$ cat src/rtl/pipeline_ctrl_pkg.sv
// Shared codes for the pipeline run/step/stop sequencer.
// Imported by the controller, the debug unit and the bench.
package pipeline_ctrl_pkg;

  localparam int N_CMD_BITS = 2;

  typedef enum logic [1:0] {
    CMD_NOP  = 2'd0,
    CMD_RUN  = 2'd1,
    CMD_STEP = 2'd2,
    CMD_STOP = 2'd3
  } cmd_e;

  typedef enum logic [1:0] {
    ST_IDLE = 2'd0,
    ST_RUN  = 2'd1,
    ST_STEP = 2'd2,
    ST_DONE = 2'd3
  } state_e;

endpackage

$ cat src/rtl/pipeline_exec_ctrl_sat_counter.sv
// Saturating up-counter with synchronous clear.
// Holds at all-ones instead of wrapping.
module sat_counter #(
  parameter int N_BITS = 32
) (
  input  logic              i_clk,
  input  logic              i_reset,
  input  logic              i_clear,
  input  logic              i_inc,
  output logic [N_BITS-1:0] o_count
);

  logic [N_BITS-1:0] cnt_q;
  logic [N_BITS-1:0] cnt_d;

  always_comb begin
    cnt_d = cnt_q;
    if (i_clear)
      cnt_d = '0;
    else if (i_inc && (cnt_q != '1))
      cnt_d = cnt_q + 1'b1;
  end

  always_ff @(posedge i_clk) begin
    if (i_reset)
      cnt_q <= '0;
    else
      cnt_q <= cnt_d;
  end

  assign o_count = cnt_q;

endmodule

$ cat src/rtl/pipeline_exec_ctrl.sv
// Run/step/stop sequencer for the five-stage pipeline.
// Drives the common stage enable and counts enabled cycles.
module pipeline_exec_ctrl #(
  parameter int N_CYCLE_BITS = 32,
  parameter int N_CMD_BITS   = pipeline_ctrl_pkg::N_CMD_BITS
) (
  input  logic                    i_clk,
  input  logic                    i_reset,
  input  logic                    i_cmd_valid,
  input  logic [N_CMD_BITS-1:0]   i_cmd,
  output logic                    o_cmd_ready,
  input  logic                    i_halt_wb,
  output logic                    o_enable,
  output logic                    o_pipe_clear,
  output logic                    o_done,
  output logic [1:0]              o_state,
  output logic [N_CYCLE_BITS-1:0] o_cycle_count
);

  import pipeline_ctrl_pkg::*;

  state_e state_q, state_d;
  logic   done_q, done_d;
  logic   clear_q, clear_d;
  logic   cnt_clear;
  logic   accept;
  logic   halt;
  cmd_e   cmd;

  assign cmd      = cmd_e'(i_cmd[1:0]);
  assign o_enable = (state_q == ST_RUN) || (state_q == ST_STEP);
  assign o_cmd_ready = (state_q != ST_STEP);
  assign accept   = i_cmd_valid && o_cmd_ready;
  // halt is only trusted while the pipeline is actually advancing
  assign halt     = i_halt_wb && o_enable;

  always_comb begin
    state_d   = state_q;
    done_d    = 1'b0;
    clear_d   = 1'b0;
    cnt_clear = 1'b0;
    unique case (state_q)
      ST_IDLE: begin
        if (accept && cmd == CMD_RUN)
          state_d = ST_RUN;
        else if (accept && cmd == CMD_STEP)
          state_d = ST_STEP;
      end
      ST_RUN: begin
        if (halt) begin
          state_d = ST_DONE;
          done_d  = 1'b1;
        end else if (accept && cmd == CMD_STOP) begin
          state_d = ST_IDLE;
        end
      end
      ST_STEP: begin
        if (halt) begin
          state_d = ST_DONE;
          done_d  = 1'b1;
        end else begin
          state_d = ST_IDLE;
        end
      end
      ST_DONE: begin
        if (accept && cmd == CMD_STOP) begin
          state_d   = ST_IDLE;
          clear_d   = 1'b1;
          cnt_clear = 1'b1;
        end
      end
    endcase
  end

  always_ff @(posedge i_clk) begin
    if (i_reset) begin
      state_q <= ST_IDLE;
      done_q  <= 1'b0;
      clear_q <= 1'b0;
    end else begin
      state_q <= state_d;
      done_q  <= done_d;
      clear_q <= clear_d;
    end
  end

  sat_counter #(
    .N_BITS (N_CYCLE_BITS)
  ) u_cnt (
    .i_clk   (i_clk),
    .i_reset (i_reset),
    .i_clear (cnt_clear),
    .i_inc   (o_enable),
    .o_count (o_cycle_count)
  );

  assign o_done       = done_q;
  assign o_pipe_clear = clear_q;
  assign o_state      = state_q;

endmodule

$ cat config.mk
export PLATFORM = sky130hd
export DESIGN_NAME = pipeline_exec_ctrl
export DESIGN_NICKNAME = d
export VERILOG_FILES = /design/src/rtl/pipeline_ctrl_pkg.sv /design/src/rtl/pipeline_exec_ctrl_sat_counter.sv /design/src/rtl/pipeline_exec_ctrl.sv
export SDC_FILE = /design/constraint.sdc
export NUM_CORES = 1
export LEC_CHECK = 0
export CAP_MARGIN = 10
export CORE_UTILIZATION = 54
export CTS_CLUSTER_SIZE = 25
export DETAILED_ROUTE_END_ITERATION = 12
export PLACE_DENSITY = 0.85
export SETUP_SLACK_MARGIN = 0.02
export SLEW_MARGIN = 20
export SYNTH_ARGS = -nofsm -noshare
export SYNTH_HDL_FRONTEND = slang
export SYNTH_SLANG_ARGS = --single-unit
$ cat constraint.sdc
create_clock -name i_clk -period 4.33 [get_ports i_clk]
set_input_delay 0.433 -clock i_clk [delete_from_list [all_inputs] [get_ports i_clk]]
set_output_delay 0.433 -clock i_clk [all_outputs]
set_load 0.01 [all_outputs]
==> impl_metrics.csv, run 1 <==
group,metric,value,unit
placed_design,placed_area,2420,µm²
synth,synth_seq_cells,36,
clock_network,htreeDepth,2,
clock_network,postCtsSetupBuffers,0,
sta,slew_violations,0,
global_route,grt_pass1_vias,1726,
drt,routed_wl,4220,µm
pwr,p_comb_share,33.1,%
pwr,p_switching,289,µW
global_route,antenna_found_initial,0,
synth,syn_nets,245,
die,core_region_area,3420,µm²
sta,hold_viol,0,
die,die_h,62.5,µm
drt,drc,0,
clock_network,clk_path_buf_depth,2,
placed_design,port_buffers,43,
sta,holdWs,0.499,ns
sta,slew_headroom,42.6,%
sta,tns,0,ns
drt,wire_per_inst,13.1,µm
clock_network,clock_latency,0.33,ns
final_layout,layout-drive-gt1-share,9.03,%
job,max_cap_violations,0,
global_route,grt.total_usage,24.0,%
synth,yosysWarnings,0,
sta,period_needed,2.56,ns
placed_design,dp.final_hpwl,3060,µm
synth,ys.flop_type,"dfxtp_1",
final_layout,nets,288,
pwr,p_clk_share,22.3,%
drt,drtIter0Drc,114,
drt,drt_pre_antenna_iters,4,
placed_design,gp_congestion,0.900,
global_route,grt_pass1_wl,7610,µm
final_layout,area_growth,25.6,%
clock_network,ctsResizeCount,0,
drt,vias_per_cell,5.80,
clock_network,cts_hold_buf,0,
setup_path,end_kind,"output pin",
global_route,grt_max_degree,23,
final_layout,n_antenna_cell,0,
setup_path,crit_type,"register to output pin",
setup_path,startpoint_type,"register",
sta,rsz0062_at_grt,"false",
pwr,p_int,539,µW
synth,syn-mean-instance-area,8.48,µm²
drt,num_vias,1872,
global_route,overflow,0,
sta,tightest_slew,0.861,ns
synth,synthArstFlopShare,0,%
setup_path,cp_max_fo,13,
synth,synth_edf_count,0,
status,status,"completed",
die,ios,44,
final_layout,finalInstanceArea,2480,µm²
pwr,powerDensity,333,nW/µm²
synth,netlist_instances,233,
sta,fmax,391,MHz
clock_network,cts_tree,"built",
pwr,ir_worst_vdd,0.230,mV
hold_path,hold_class,"register to register",
synth,ys_types,40,
sta,fin_crit_sh,59.0,%
sta,finClkSkew,0.00833,ns
clock_network,path_clk_slew,0.10,ns
die,die_w,62.5,µm
setup_path,r2r_cells,7,
synth,ys_seq_area_share,36.5,%
die,rows,21,
die,initial_core_util,57.8,%
clock_network,clock_sinks,36,
clock_network,root_buffer,"clkbuf_4",
setup_path,critPathRequiredTime,3.90,ns
pwr,power.leakage,0.789,nW
setup_path,critPathArrivalTime,2.12,ns
hold_path,whs_path_depth,2,
clock_network,cts_buffers,5,
sta,finalSetupViolCount,0,
pwr,switching_share,34.9,%
die,dieArea,3900,µm²
synth,syn_area,1980,µm²
final_layout,nFillCells,280,
pwr,seq_power_share,44.6,%
drt,ant_nets,0,
[registers in the layout, indices dropped and copies added, names as in the netlist]
| name | count |
|---|---|
| o_done | 1 |
| o_pipe_clear | 1 |
| o_state | 2 |
| u_cnt.o_count | 32 |
[power groups by stage]
stage	clock (mW)	sequential, mW	combinational (mW)
6_report	0.184	0.369	0.274
3_5_place_dp	0	0.376	0.272
4_1_cts	0.189	0.369	0.272
3_3_place_gp	0	0.376	0.265
5_1_grt	0.210	0.371	0.303
2_1_floorplan	0	0.380	0.184
[per-layer routing]
layer / vias up / routed length, µm / GRT usage [%] / share of wire, %
met2: 47 / 1980 / 38.6 / 47
met3: 5 / 182 / 4.93 / 4.3
met5: - / 0 / 0 / 0
li1: 957 / - / - / -
met1: 863 / 2010 / 30.8 / 48
met4: 0 / 43 / 11.0 / 1.0
[logic make-up (layout without fill, tap and decap cells)]
kind of cell,count (synthesis),in the layout,synth area share [%]
simple gates,107,107,29.5
xor+xnor,9,9,4.37
flops,36,36,36.5
mux,1,1,0.507
buf+inv,18,62,4.31
fa+ha+maj,6,6,3.80
compound gates,56,56,21.0
[final timing paths]
| check | slack (ns) | startpoint | to |
|---|---|---|---|
| max reg2reg | 1.79 | o_state[1]$_SDFFE_PP0P_ | u_cnt.o_count[31]$_SDFFE_PP0P_ |
| max | 1.77 | o_state[1]$_SDFFE_PP0P_ | o_enable |
| min reg2reg | 0.50 | u_cnt.o_count[26]$_SDFFE_PP0P_ | u_cnt.o_count[26]$_SDFFE_PP0P_ |
| min | 0.50 | u_cnt.o_count[26]$_SDFFE_PP0P_ | u_cnt.o_count[26]$_SDFFE_PP0P_ |
[area by class of cell]
class | count | area (µm²) | share of cell area [%]
tap | 46 | 57.6 | 2.32
timing repair buffer | 44 | 438 | 17.6
clock buffer | 8 | 58.8 | 2.37
inverter | 10 | 37.5 | 1.51
multi-input combinational | 179 | 1170 | 47.1
sequential | 36 | 721 | 29.0
[per-stage QoR]
step,total power [mW],util [%],setup WS [ns],instances
2_1_floorplan,0.564,-,2.24,233
3_3_place_gp,0.641,71.0,1.76,315
3_5_place_dp,0.648,71.0,1.72,315
4_1_cts,0.830,72.7,1.76,323
5_1_grt,0.884,72.7,1.51,323
6_report,0.827,72.7,1.77,323
[worst max-delay path, stage by stage (launching register included)]
cell and delay [ns]:
dfxtp_1 0.45, inv_1 0.11, ha_1 0.59, clkdlybuf4s50_1 0.64
[layout by cell type, fill, tap and decap left out, types with 2 or more instances in the layout]
master | Yosys | routed
clkdlybuf4s50_1 | 0 | 43
dfxtp_1 | 36 | 36
nand2_1 | 24 | 24
nor2_1 | 16 | 16
or3_1 | 16 | 16
o21ai_0 | 13 | 13
nand4_1 | 11 | 11
a21oi_1 | 11 | 11
inv_1 | 10 | 10
nand3_1 | 10 | 10
and4_1 | 6 | 6
xor2_1 | 6 | 6
or4_1 | 6 | 6
o21ai_2 | 6 | 6
a21oi_2 | 6 | 6
ha_1 | 6 | 6
clkbuf_4 | 0 | 5
nor2b_1 | 4 | 4
nor3_1 | 4 | 4
and3_1 | 4 | 4
o211ai_1 | 4 | 4
a31oi_1 | 4 | 4
a2111oi_0 | 2 | 2
o2111ai_1 | 2 | 2
xnor2_1 | 2 | 2
o21a_1 | 2 | 2
and2_1 | 2 | 2
o31ai_4 | 2 | 2
clkbuf_1 | 3 | 2
[Yosys cell counts, types with 10 or more instances]
| cell | number | area share (%) |
|---|---|---|
| nor2_1 | 16 | 3.0 |
| a21oi_1 | 11 | 2.8 |
| inv_1 | 10 | 1.9 |
| o21ai_0 | 13 | 3.3 |
| nand4_1 | 11 | 3.5 |
| or3_1 | 16 | 5.1 |
| dfxtp_1 | 36 | 36 |
| nand2_1 | 24 | 4.6 |
| nand3_1 | 10 | 2.5 |
(Power assumes the default switching activity.)
==> run 2: changes to the inputs <==
CORE_UTILIZATION = 45   (was 54)
PLACE_DENSITY = 0.75   (was 0.85)
clock period = 2.34 ns   (was 4.33 ns; I/O delays follow)
==> impl_metrics.csv, run 2 (synthesis gave the netlist of run 1 again) <==
group,metric,value,unit
drt,drt_pre_antenna_iters,4,
sta,tightest_slew,0.430,ns
final_layout,area_growth,30.3,%
drt,num_vias,1896,
die,die_h,68.3,µm
clock_network,root_buffer,"clkbuf_8",
setup_path,cpPeakStageDelay,0.75,ns
global_route,grt_max_degree,18,
clock_network,cts_buffers,5,
clock_network,clock_latency,0.29,ns
die,initial_core_util,48.0,%
final_layout,n_antenna_cell,0,
setup_path,critPathRequiredTime,2.52,ns
sta,hold_viol,0,
clock_network,path_clk_slew,0.07,ns
job,max_cap_violations,0,
placed_design,port_buffers,43,
drt,drtIter0Drc,123,
pwr,power.leakage,0.836,nW
final_layout,nets,296,
final_layout,final_common_cell,"clkdlybuf4s50_1",
clock_network,clock_sinks,36,
placed_design,placed_area,2490,µm²
setup_path,startpoint_type,"register",
drt,vias_per_cell,5.68,
placed_design,dp.final_hpwl,3170,µm
sta,tns,0,ns
placed_design,gp_congestion,0.760,
drt,drc,0,
die,core_region_area,4120,µm²
global_route,grt.total_usage,20.7,%
setup_path,crit_type,"register to register",
setup_path,cp_max_fo,17,
final_layout,layout-drive-gt1-share,12.3,%
global_route,overflow,0,
final_layout,finalInstanceArea,2570,µm²
setup_path,end_kind,"register",
clock_network,postCtsSetupBuffers,0,
clock_network,htreeDepth,2,
hold_path,hold_class,"register to register",
clock_network,cts_tree,"built",
die,ios,44,
die,dieArea,4660,µm²
clock_network,clk_path_buf_depth,2,
sta,period_needed,2.14,ns
sta,holdWs,0.495,ns
global_route,grt_pass1_vias,1640,
setup_path,cp_cell_sequence,"nand4_1, or4_1, o31ai_4, buf_4, or3_1, a21oi_2",
final_layout,mostFrequentLayoutCells,"clkdlybuf4s50_1, dfxtp_1, nand2_1, nor2_1, or3_1",
sta,fin_ws,0.197,ns
pwr,ir_worst_vdd,0.417,mV
placed_design,pre_cts_ws,0.142,ns
clock_network,cts_hold_buf,0,
global_route,grt_pass1_wl,7200,µm
setup_path,critPathArrivalTime,2.32,ns
sta,fmax,467,MHz
sta,fin_crit_sh,91.6,%
sta,slew_headroom,71.3,%
final_layout,largest_register_ffs,32,
global_route,antenna_found_initial,0,
drt,ant_nets,0,
sta,finalSetupViolCount,0,
drt,wire_per_inst,13.1,µm
sta,slew_violations,0,
die,rows,23,
drt,routed_wl,4390,µm
status,status,"completed",
die,die_w,68.3,µm
setup_path,slowest_stage,"or4_1",
pwr,powerDensity,641,nW/µm²
sta,rsz0062_at_grt,"false",
sta,finClkSkew,0.00918,ns
-- run 2: timing repair --
item	4_1_cts	5_1_grt
setup endpoints to repair	0	19
hold endpoints to repair	0	0
gates resized for setup	0	2
-- run 2: stage by stage --
stage / utilization [%] / power [mW] / instances
finish: 62.6 / 1.65 / 334
global route: 62.6 / 1.75 / 334
CTS: 62.4 / 1.66 / 334
detailed placement: 60.5 / 1.24 / 327
global placement: 60.5 / 1.23 / 327
floorplan: - / 1.04 / 233
-- run 2: area by class of cell --
class	instances	area [µm²]
timing repair buffer	52	498
clock buffer	6	72.6
tap	50	62.6
multi-input combinational	179	1180
inverter	10	37.5
clock inverter	1	5.00
sequential	36	721
fill	379	1540
-- run 2: critical path: cells and delay by family (launching register included) --
family,cells,cell delay [ns]
simple gates,3,1.06
flops,1,0.41
compound gates,2,0.29
buf+inv,1,0.27
-- run 2: metal layers --
metal,GRT usage [%],up-vias,part of all wire (%)
li1,-,963,-
met1,25.9,888,48
met4,8.07,0,1.8
met5,0,-,0
met2,33.0,39,46
met3,6.00,6,4.2
-- run 2: final timing paths --
path | from | endpoint | slack, ns | cells past startpoint
setup / recovery | u_cnt.o_count[28]$_SDFFE_PP0P_ | u_cnt.o_count[10]$_SDFFE_PP0P_ | 0.20 | 6
hold / removal | u_cnt.o_count[26]$_SDFFE_PP0P_ | u_cnt.o_count[26]$_SDFFE_PP0P_ | 0.50 | 2
setup reg to reg | u_cnt.o_count[28]$_SDFFE_PP0P_ | u_cnt.o_count[10]$_SDFFE_PP0P_ | 0.20 | 6
hold reg to reg | u_cnt.o_count[26]$_SDFFE_PP0P_ | u_cnt.o_count[26]$_SDFFE_PP0P_ | 0.50 | 2
-- run 2: report_power, final --
part,switching [mW],internal [mW]
registers,0.0347,0.643
logic,0.312,0.242
clock network,0.215,0.202
total,0.562,1.09
